===== config.mk =====
export PLATFORM = sky130hd
export DESIGN_NAME = fft8_reorder_flat
export DESIGN_NICKNAME = d
export VERILOG_FILES = /design/src/rtl/fft8_pkg.sv /design/src/rtl/fft8_reorder_if.sv /design/src/rtl/fft8_pingpong_bank.sv /design/src/rtl/fft8_reorder.sv /design/src/flat_wrapper.sv
export SDC_FILE = /design/constraint.sdc
export NUM_CORES = 1
export LEC_CHECK = 0
export CELL_PAD_IN_SITES_DETAIL_PLACEMENT = 1
export CELL_PAD_IN_SITES_GLOBAL_PLACEMENT = 1
export CORE_MARGIN = 1
export CORE_UTILIZATION = 59
export CTS_BUF_LIST = sky130_fd_sc_hd__clkbuf_2 sky130_fd_sc_hd__clkbuf_4 sky130_fd_sc_hd__clkbuf_8
export CTS_CLUSTER_SIZE = 28
export DETAILED_ROUTE_END_ITERATION = 7
export PLACE_DENSITY = 0.95
export REMOVE_ABC_BUFFERS = 1
export SETUP_SLACK_MARGIN = 0.02
export SYNTH_ARGS = -nofsm -noshare
export SYNTH_HDL_FRONTEND = slang
export SYNTH_HIERARCHICAL = 1
export SYNTH_SLANG_ARGS = --single-unit

===== constraint.sdc =====
create_clock -name clk -period 9.2 [get_ports clk]
set_clock_uncertainty 0.1 [all_clocks]
set_input_delay 1.84 -clock clk [delete_from_list [all_inputs] [get_ports clk]]
set_output_delay 1.84 -clock clk [all_outputs]
set_load 0.02 [all_outputs]

===== src/rtl/fft8_pkg.sv =====
// Shared types and helpers for the 8-point FFT output reorder path.
package fft8_pkg;

  localparam int unsigned DW       = 14;
  localparam int unsigned N_POINTS = 8;
  localparam int unsigned N_PAIRS  = N_POINTS / 2;

  typedef logic [1:0] addr_t;

  typedef struct packed {
    logic signed [DW-1:0] l_real;
    logic signed [DW-1:0] l_imag;
    logic signed [DW-1:0] u_real;
    logic signed [DW-1:0] u_imag;
  } pair_t;

  typedef enum logic [0:0] {StIdle, StRead} rd_state_e;

  function automatic addr_t br2(input addr_t a);
    return {a[0], a[1]};
  endfunction

endpackage


===== src/rtl/fft8_reorder_if.sv =====
// Two-lane pair stream into and out of the reorder buffer.
interface fft8_reorder_if;
  import fft8_pkg::*;

  logic                 in_valid;
  logic                 in_sof;
  logic signed [DW-1:0] LI_real;
  logic signed [DW-1:0] LI_imag;
  logic signed [DW-1:0] UI_real;
  logic signed [DW-1:0] UI_imag;
  logic                 out_valid;
  logic                 out_sof;
  logic signed [DW-1:0] LO_real;
  logic signed [DW-1:0] LO_imag;
  logic signed [DW-1:0] UO_real;
  logic signed [DW-1:0] UO_imag;
  logic                 sof_err;

  modport master (
    output in_valid, in_sof, LI_real, LI_imag, UI_real, UI_imag,
    input  out_valid, out_sof, LO_real, LO_imag, UO_real, UO_imag, sof_err
  );

  modport slave (
    input  in_valid, in_sof, LI_real, LI_imag, UI_real, UI_imag,
    output out_valid, out_sof, LO_real, LO_imag, UO_real, UO_imag, sof_err
  );

endinterface


===== src/rtl/fft8_pingpong_bank.sv =====
// Two banks of four pair slots; one write port, one asynchronous read port, no reset.
module fft8_pingpong_bank
  import fft8_pkg::*;
(
  input  logic  clk,
  input  logic  we,
  input  logic  wbank,
  input  addr_t waddr,
  input  pair_t wdata,
  input  logic  rbank,
  input  addr_t raddr,
  output pair_t rdata
);

  pair_t mem [2*N_PAIRS];

  always_ff @(posedge clk) begin
    if (we) begin
      mem[{wbank, waddr}] <= wdata;
    end
  end

  assign rdata = mem[{rbank, raddr}];

endmodule


===== src/rtl/fft8_reorder.sv =====
// Reorders bit-reversed FFT output pairs into natural order using ping-pong banks.
module fft8_reorder
  import fft8_pkg::*;
(
  input  logic           clk,
  input  logic           rst,
  fft8_reorder_if.slave  bus
);

  logic       sync_q, sync_d;
  addr_t      wcnt_q, wcnt_d;
  logic       wb_q, wb_d;
  logic       rb_q, rb_d;
  logic [1:0] full_q, full_d;
  logic [1:0] full_set, full_clr;
  rd_state_e  state_q, state_d;
  addr_t      rcnt_q, rcnt_d;
  logic       sof_err_q, sof_err_d;

  logic       accept;
  addr_t      wslot;
  pair_t      wdata, rdata;
  logic       rd_en;
  addr_t      rd_addr;

  logic       out_valid_q, out_sof_q;
  pair_t      out_data_q;

  // An in_sof beat always restarts the frame at slot 0, even when unsynced.
  assign accept = bus.in_valid & (sync_q | bus.in_sof);
  assign wslot  = bus.in_sof ? 2'd0 : wcnt_q;
  assign wdata  = '{l_real: bus.LI_real, l_imag: bus.LI_imag,
                    u_real: bus.UI_real, u_imag: bus.UI_imag};

  always_comb begin
    sync_d    = sync_q;
    wcnt_d    = wcnt_q;
    wb_d      = wb_q;
    full_set  = 2'b00;
    sof_err_d = 1'b0;
    if (accept) begin
      sync_d    = 1'b1;
      sof_err_d = bus.in_sof & (wcnt_q != 2'd0);
      if (wslot == 2'd3) begin
        wcnt_d       = 2'd0;
        wb_d         = ~wb_q;
        full_set[wb_q] = 1'b1;
      end else begin
        wcnt_d = wslot + 2'd1;
      end
    end
  end

  fft8_pingpong_bank u_bank (
    .clk   (clk),
    .we    (accept),
    .wbank (wb_q),
    .waddr (br2(wslot)),
    .wdata (wdata),
    .rbank (rb_q),
    .raddr (rd_addr),
    .rdata (rdata)
  );

  // Address 0 is issued from idle so the first output lands two cycles after the last beat.
  always_comb begin
    state_d  = state_q;
    rcnt_d   = rcnt_q;
    rb_d     = rb_q;
    full_clr = 2'b00;
    rd_en    = 1'b0;
    rd_addr  = 2'd0;
    unique case (state_q)
      StIdle: begin
        if (full_q[rb_q]) begin
          rd_en   = 1'b1;
          rd_addr = 2'd0;
          rcnt_d  = 2'd1;
          state_d = StRead;
        end
      end
      StRead: begin
        rd_en   = 1'b1;
        rd_addr = rcnt_q;
        if (rcnt_q == 2'd3) begin
          full_clr[rb_q] = 1'b1;
          rb_d           = ~rb_q;
          rcnt_d         = 2'd0;
          if (!full_q[~rb_q]) begin
            state_d = StIdle;
          end
        end else begin
          rcnt_d = rcnt_q + 2'd1;
        end
      end
      default: state_d = StIdle;
    endcase
  end

  assign full_d = (full_q & ~full_clr) | full_set;

  always_ff @(posedge clk or posedge rst) begin
    if (rst) begin
      sync_q      <= 1'b0;
      wcnt_q      <= 2'd0;
      wb_q        <= 1'b0;
      rb_q        <= 1'b0;
      full_q      <= 2'b00;
      state_q     <= StIdle;
      rcnt_q      <= 2'd0;
      sof_err_q   <= 1'b0;
      out_valid_q <= 1'b0;
      out_sof_q   <= 1'b0;
      out_data_q  <= '0;
    end else begin
      sync_q      <= sync_d;
      wcnt_q      <= wcnt_d;
      wb_q        <= wb_d;
      rb_q        <= rb_d;
      full_q      <= full_d;
      state_q     <= state_d;
      rcnt_q      <= rcnt_d;
      sof_err_q   <= sof_err_d;
      out_valid_q <= rd_en;
      out_sof_q   <= rd_en & (rd_addr == 2'd0);
      out_data_q  <= rd_en ? rdata : '0;
    end
  end

  assign bus.out_valid = out_valid_q;
  assign bus.out_sof   = out_sof_q;
  assign bus.LO_real   = out_data_q.l_real;
  assign bus.LO_imag   = out_data_q.l_imag;
  assign bus.UO_real   = out_data_q.u_real;
  assign bus.UO_imag   = out_data_q.u_imag;
  assign bus.sof_err   = sof_err_q;

endmodule


===== src/flat_wrapper.sv =====
// flat-port wrapper written by rule: the top's interface ports become plain ports
module fft8_reorder_flat import fft8_pkg::*;
  (clk, rst, bus_in_valid, bus_in_sof, bus_LI_real, bus_LI_imag, bus_UI_real, bus_UI_imag, bus_out_valid, bus_out_sof, bus_LO_real, bus_LO_imag, bus_UO_real, bus_UO_imag, bus_sof_err);
  fft8_reorder_if bus_i ();
  input  logic clk;
  input  logic rst;
  input wire logic [$bits(bus_i.in_valid)-1:0] bus_in_valid;
  input wire logic [$bits(bus_i.in_sof)-1:0] bus_in_sof;
  input wire logic [$bits(bus_i.LI_real)-1:0] bus_LI_real;
  input wire logic [$bits(bus_i.LI_imag)-1:0] bus_LI_imag;
  input wire logic [$bits(bus_i.UI_real)-1:0] bus_UI_real;
  input wire logic [$bits(bus_i.UI_imag)-1:0] bus_UI_imag;
  output wire logic [$bits(bus_i.out_valid)-1:0] bus_out_valid;
  output wire logic [$bits(bus_i.out_sof)-1:0] bus_out_sof;
  output wire logic [$bits(bus_i.LO_real)-1:0] bus_LO_real;
  output wire logic [$bits(bus_i.LO_imag)-1:0] bus_LO_imag;
  output wire logic [$bits(bus_i.UO_real)-1:0] bus_UO_real;
  output wire logic [$bits(bus_i.UO_imag)-1:0] bus_UO_imag;
  output wire logic [$bits(bus_i.sof_err)-1:0] bus_sof_err;
  assign bus_i.in_valid = bus_in_valid;
  assign bus_i.in_sof = bus_in_sof;
  assign bus_i.LI_real = bus_LI_real;
  assign bus_i.LI_imag = bus_LI_imag;
  assign bus_i.UI_real = bus_UI_real;
  assign bus_i.UI_imag = bus_UI_imag;
  assign bus_out_valid = bus_i.out_valid;
  assign bus_out_sof = bus_i.out_sof;
  assign bus_LO_real = bus_i.LO_real;
  assign bus_LO_imag = bus_i.LO_imag;
  assign bus_UO_real = bus_i.UO_real;
  assign bus_UO_imag = bus_i.UO_imag;
  assign bus_sof_err = bus_i.sof_err;
  fft8_reorder u_core (.clk(clk), .rst(rst), .bus(bus_i));
endmodule

* After elaboration in Yosys (flattened, before gate mapping)
Memories as Yosys holds them, arrays and structs flattened. Index checks and enable logic that the tools add are counted.
Storage, ports and cells: register bits 69, bits in latches 0, memory bits (writable) 448, memory bits (read-only) 0, input bits 60, output and inout bits 59, word-level logic and storage cells 68, memories kept 1
Operators by class: add/sub/neg operators 2, multiply operators 0, div/mod/pow operators 0, magnitude comparators 5, equality and inequality tests 3, shift operators 0, mux-type cells 27, bitwise gates (word level) 10, reduce and logical (&&, ||, !) cells 6
Memories:
- u_core.u_bank.mem | depth 8, width 56, rd ports 1, clocked after Yosys merged registers in 0, wr ports 1, line fft8_pingpong_bank.sv:15 | pair_t mem [2*N_PAIRS];
Operators with widths (number):
- $mux W56 | 1
- $mux W2 | 8
- $mux W1 | 12
- $pmux W2 S2 | 2
- $lt A1 B2 Y1 const B | 3
- $add A2 B1 Y2 const B | 2
- $eq A2 B2 Y1 const B | 2
- $pmux W1 S2 | 2
- $reduce_and A2 Y1 | 2
- $and A1 B1 Y1 | 3
- $not A1 Y1 | 3
- $and A2 B2 Y2 | 1
- $demux W1 S1 | 2
- $ge A1 B1 Y1 const B | 2
- $logic_and A1 B1 Y1 | 2
- $logic_not A2 Y1 | 1
- $ne A2 B1 Y1 const B | 1
- $not A2 Y2 | 1
- $or A2 B2 Y2 | 1
- $reduce_bool A2 Y1 | 1
- $or A1 B1 Y1 | 1

* Depth between registers and ports, before layout
depth after elaboration 9, depth in mapped cells 7, mapped depth without buffers 4

* Cells and area by module
The synthesis kept the hierarchy.
By module, submodules not included:
- fft8_pingpong_bank | times used 1, cells an instance 660, area an instance 16853.7 um^2, sequential area each 13452.9 um^2
- fft8_reorder | times used 1, cells an instance 168, area an instance 2454.9 um^2, sequential area each 1726.7 um^2

* Worst setup path before layout
OpenSTA, ideal clock, no wires.
path kind input port to flip-flop, start input port bus_in_sof, end memory u_core/u_bank/mem[0][0] in the netlist's numbering, enable pin, library setup time 0.539 ns, arrival time 5.959 ns, data required time 8.561 ns, path slack 2.602 ns, stages 3, buffers on the path 0, cells stage by stage o21a_1 nand2b_1 nor3_1
Between the ends: longest elaborated chain between the ends 4, elaborated cells on any way between the ends 5, classes of those cells 3 x mux; 2 x bitwise
RTL lines:
- start: declaration | line flat_wrapper.sv:8 | input wire logic [$bits(bus_i.in_sof)-1:0] bus_in_sof;
- $or A1 B1 Y1 | line fft8_reorder.sv:30 | assign accept = bus.in_valid & (sync_q | bus.in_sof);
- $and A1 B1 Y1 | line fft8_reorder.sv:30
- $mux W1 | line fft8_pingpong_bank.sv:18 | if (we) begin
- $mux W1 (implied by the code) | line fft8_pingpong_bank.sv:19 | mem[{wbank, waddr}] <= wdata;
- end: declaration | line fft8_pingpong_bank.sv:15
Several ways; a longest one is shown, not always the timed one.

* Worst setup path in the final report
start input port bus_in_sof, end memory u_core/u_bank/mem[1][2] in the netlist's numbering, enable pin
Between the ends: elaborated cells on any way between the ends 5, classes of those cells 3 x mux; 2 x bitwise
RTL lines:
- $mux W2 | line fft8_reorder.sv:31 | assign wslot = bus.in_sof ? 2'd0 : wcnt_q;
- via u_core.wslot[1] | line fft8_reorder.sv:21 | addr_t wslot;
The timed path passes the listed nets, and every way through them passes these cells.

==> impl_metrics.py <==
metrics = {
    "synthesis": {
        "synth.area.top_cells": "edfxtp_1 70%, mux4_2 13%, dfrtp_1 8.9%",
        "synth_compound_area_share_pct": 2.663,
        "synth_edf_count": 448,
        "async_flop_share_pct": 13.35,
        "synth_seq_cells": 517,
        "ys_seq_area_share_pct": 78.62,
        "synthMuxAreaShare_pct": 16.51,
        "synth_top_area_share_pct": 69.67,
        "synth_fa_ha_area_share_pct": 0.1296,
        "syn_area_mm2": 0.01931,
        "yosys.area_share.simple_pct": 0.6350,
        "yosys_warnings": 6,
        "synth.most_common_cell": "edfxtp_1",
        "synth-main-ff-cell": "edfxtp_1",
        "synth_top_area_cell": "edfxtp_1",
        "synth_top_family_by_area": "multiplexers",
        "synthCells": 828,
        "ys_types": 36,
        "yosys-top-cells-count": "448 x edfxtp_1, 112 x mux4_2, 69 x dfrtp_1",
        "synth_xor_area_share_pct": 0.09072,
        "avgSynthCellArea_um2": 23.32,
    },
    "finish": {
        "stdcell_count": 1500,
        "final_layout_size_suffix_gt1_share_pct": 30.83,
        "stdcell_area_mm2": 0.02254,
        "final_core_util_pct": 70.70,
        "area_growth_pct": 16.74,
        "nets": 1061,
        "seqCellArea_mm2": 0.01518,
        "fill_cells": 2463,
        "multiInputGateArea_mm2": 0.003936,
    },
    "power_and_ir_drop": {
        "ir_worst_vdd_v": 0.0002300,
        "sequentialPowerShare_pct": 42.9,
        "p_sw_share_pct": 30.96,
        "leakage_nw": 7.453,
        "p_clk_share_pct": 27.3,
        "power_frac_comb_pct": 29.8,
        "cellInternalPower_mw": 4.932,
        "finalPower_mw": 7.143,
        "powerDensity_mw_per_mm2": 316.9,
        "p_switching_mw": 2.211,
    },
    "job": {
        "maxCapViolCount": 0,
    },
    "clocking": {
        "cts_sinks": 517,
        "post_cts_buffers": 0,
        "insertion_delay_ns": 0.60,
        "cts_buffer_depth": 3,
        "post_cts_resized": 0,
        "cts_buffers": 81,
        "cts_tree": "done",
        "cts_hold_buf": 0,
        "clk_pin_slew_ns": 0.06,
        "htreeDepth": 3,
        "cts_root_buffer": "clkbuf_8",
    },
    "placed_design": {
        "port_buffers": 118,
        "dp_cells": 1351,
        "hpwl_um": 22460,
        "placed_area_mm2": 0.02095,
        "gp_congestion": 0.7149,
    },
    "die": {
        "boundaryPins": 119,
        "die_area_mm2": 0.03345,
        "core_mm2": 0.03188,
        "rows": 65,
        "start_util_pct": 60.57,
        "chipWidth_um": 182.9,
        "die_h_um": 182.9,
    },
    "route": {
        "drt_iter0_markers": 1076,
        "via_count": 9444,
        "drc": 0,
        "drt_pass1_iterations": 5,
        "vias_per_cell": 6.296,
        "routedWlPerCell_um": 31.58,
        "ant_nets": 0,
        "drt_wl_total_um": 47370,
    },
    "critical_path": {
        "required_ns": 9.31,
        "cpPeakStageDelay_ns": 0.73,
        "path_max_fanout": 40,
        "critPathLaunchType": "input pin",
        "worstSetupPathType": "input pin to flip-flop",
        "end_kind": "flip-flop",
        "crit_chain": "clkdlybuf4s50_1, nor2b_1, nand2b_1, nor2_4, buf_4",
        "rr_worst_depth": 5,
        "rrSetupSlack_ns": 5.75,
        "cp_top_family": "simple AND/OR/NAND/NOR gates",
        "r2r-end": "u_core/bus.LO_real[8]",
        "path_buf_inv": 2,
        "critPathSlowestCell": "buf_4",
        "critical_path_arrival_ns": 4.54,
        "r2r_start": "u_core/state_q",
    },
    "sta": {
        "setup_viol": 0,
        "fin_crit_sh_pct": 48.11,
        "final.min_clock_period_ns": 4.426,
        "slew_headroom_pct": 12.01,
        "rsz0062_at_grt": "no",
        "hold_viol_final": 0,
        "fmax_ghz": 0.2259,
        "drv_slew": 0,
        "finalSetupTns_ns": 0,
        "worst_pin_slew_ns": 1.320,
    },
    "global_routing": {
        "antenna_found_initial": 3,
        "grt_pass1_wl_um": 70400,
        "overflow": 0,
        "grt_pass1_vias": 10332,
        "gr-usage-all-layers_pct": 29.77,
        "grt_max_degree": 74,
    },
    "worst_hold_path": {
        "min_delay_worst_endpoint": "u_core/sync_q",
        "hold_depth": 1,
        "hold_path_startpoint": "u_core/sync_q",
        "hold_path.class": "flip-flop to flip-flop",
    },
    "outcome": {
        "status": "complete, no violations",
    },
}
[cell type report]
class	count	share of cell area [%]
repair buffers	131	5.673
diodes	1	0.01110
inverters	2	0.04441
multi-input cells	266	17.46
well taps	435	2.415
clock buffers	116	6.278
clock inverters	32	0.7549
flip-flops and latches	517	67.36
[power by group through the flow]
stage	combinational (mW)	clock (mW)	sequential (mW)
final	2.13	1.95	3.07
after global placement	1.95	0	3.07
after global routing	2.24	2.07	3.09
after CTS	2.14	1.98	3.06
after floorplan	1.35	0	3.20
after detailed placement	2.05	0	3.09
[flip-flops by register name (all words and copies together) (netlist names), 2 cells and up]
name                flops
u_core/rcnt_q           2
u_core/full_q           2
u_core/bus.UO_real     14
u_core/bus.LO_imag     14
u_core/bus.LO_real     14
u_core/u_bank/mem     448
u_core/bus.UO_imag     14
u_core/wcnt_q           2
[logic make-up after synthesis]
kind of cell / Yosys count
DFF: 517
buffers and inverters: 45
AOI/OAI and AO/OA: 67
xor gates and xnor gates: 2
and+or+nand+nor: 24
muxes: 171
adders and majority gates: 2
[routing by layer]
| layer | global-route usage, % | vias to the layer above | wire (um) | part of all wire, % |
|---|---|---|---|---|
| li1 | - | 3789 | - | - |
| met4 | 9.300 | 4 | 1008 | 2.1 |
| met2 | 48.20 | 553 | 23950 | 51 |
| met5 | 0 | - | 27 | 0.057 |
| met1 | 41.06 | 5005 | 18600 | 39 |
| met3 | 6.771 | 93 | 3788 | 8.0 |
[metrics by stage]
step / hold slack [ns] / setup WS, ns
after floorplan: 0.3648 / 2.602
after global placement: 0.3948 / 4.597
after detailed placement: 0.4027 / 4.306
after CTS: 0.4227 / 4.869
after global routing: 0.4455 / 4.701
final: 0.4239 / 4.774
[placed cells by master, fill, tap and decap left out, drive strengths merged, types with 2 or more instances in the layout]
cell type and instances:
dfrtp 69, clkdlybuf4s50 118, mux4 112, edfxtp 448, a21boi 56, and2 5
buf 13, mux2 57, clkbuf 116, mux2i 2, inv 4, nor2b 2
clkinv 29, ha 2, nand2b 3, nor3 2, nand2 3, nor2 7
[worst max-delay path by stage]
stage                                   end  cells after the start        from  slack [ns]
finish              u_core/u_bank/mem[1][2]                      5  bus_in_sof        4.77
CTS                 u_core/u_bank/mem[1][0]                      5  bus_in_sof        4.87
floorplan           u_core/u_bank/mem[0][0]                      3  bus_in_sof        2.60
global placement    u_core/u_bank/mem[1][2]                      5  bus_in_sof        4.60
global route        u_core/u_bank/mem[1][2]                      5  bus_in_sof        4.70
detailed placement  u_core/u_bank/mem[1][2]                      5  bus_in_sof        4.31
Power figures use the tool's default switching activity.
==> RTL edit: new RTL, same flow settings <==
Change the package constant `DW` from 14 to 28.
--- a/src/rtl/fft8_pkg.sv
+++ b/src/rtl/fft8_pkg.sv
@@ -1,7 +1,7 @@
 // Shared types and helpers for the 8-point FFT output reorder path.
 package fft8_pkg;
 
-  localparam int unsigned DW       = 14;
+  localparam int unsigned DW       = 28;
   localparam int unsigned N_POINTS = 8;
   localparam int unsigned N_PAIRS  = N_POINTS / 2;
 
Interface: changed (8 resized); port bits go from 119 to 231. The function was not compared with the original's and may differ.
==> RTL edit against the original RTL <==
The run now ends with slew limit left; non-clock buffer count up 126; synthesized area increased by 98%; sequential cell count rose by 504; setup slack lost 590 ps; via count rose by 100%; total power grew 110%; wire length up 130%; count of clock-buffer cells in the layout increased by 112; design area grew 98%; synthesized cell count is 93% higher.
==> RTL edit: results (changes against the original RTL) <==
Arr. time, crit path=5340 ps (+800 ps); Seq/Total Area, Yosys=78.51% (-0.11 points); Largest stage delay, worst path=910 ps (+180 ps); failing checks=slew limit; async set-reset flop share out of synthesis=12.24% (-1.1 points); R2R setup slack=4680 ps (-1070 ps); H-tree depth=4 (+1); share of cells above drive strength 1=31.06% (+0.24 points); Clock Latency Late Sink=800 ps (+200 ps); r2r endpoint=u_core/bus.LO_imag[4]$_DFF_PP0_; met1 Usage GRT=45.63% (+4.6 points); GPL Wtd Cong=0.7716 (+7.9%); compound-gate portion of the synthesized area=2.460% (-0.20 points); final std cells w/o fill=2912 (+94%); first-pass GRT wire length=157900 µm (+120%); delay-heaviest family, CP=buffers and inverters; met2 Use GR=55.95% (+7.8 points); largest net degree at the start of global routing=184 (+150%); status=finished, violations left; main area contributors after synthesis=edfxtp_1 70%, mux4_2 13%, dfrtp_1 8.2%; final number of max-transition violations=94 (+94); fill count=4840 (+97%); Iteration-0 DRC Markers=2675 (+150%); met3 usage=8.452% (+1.7 points); Synth Area per Inst=23.92 µm² (+2.6%); crit path to=u_core/u_bank/mem[5][40]$_DFFE_PP_; EDFF count, synth=896 (+100%); leak pwr=14.82 nW (+99%); hold wc startpoint=u_core/wcnt_q[1]$_DFFE_PP0P_; vias in the first global route=20.58k (+99%); Internal Power=9.970 mW (+100%); Worst Tran Pin Value=1607 ps (+287.6 ps)
RTL edit: per-layer routing:
metal	share of wire [%]	up-vias
met5	0.10	-
met1	37	10300
met3	9.2	236
li1	-	7365
met4	3.2	18
met2	51	1421
RTL edit: metrics by stage:
stage	area, µm²	power, mW	worst slack [ps]	hold slack [ps]	TNS (ps)
finish	44590	14.70	4179	490.1	0
global route	44580	15.05	4256	495.2	0
CTS	44560	14.72	4332	480.7	0
detailed placement	41340	10.44	3726	428.2	0
global placement	41340	10.16	3917	379.2	0
floorplan	37680	9.565	-1795	364.8	-498880
RTL edit: area by class of cell:
type	count	area, µm²	share of cell area, %
Inverter	2	15.01	0.03367
Timing Repair Buffer	257	2517	5.646
Clock buffer	228	2819	6.322
Antenna cell	9	22.52	0.05051
Clock inverter	59	405.4	0.9092
Sequential cell	1021	30040	67.37
Multi-Input combinational cell	490	7711	17.29
Tap cell	846	1059	2.374
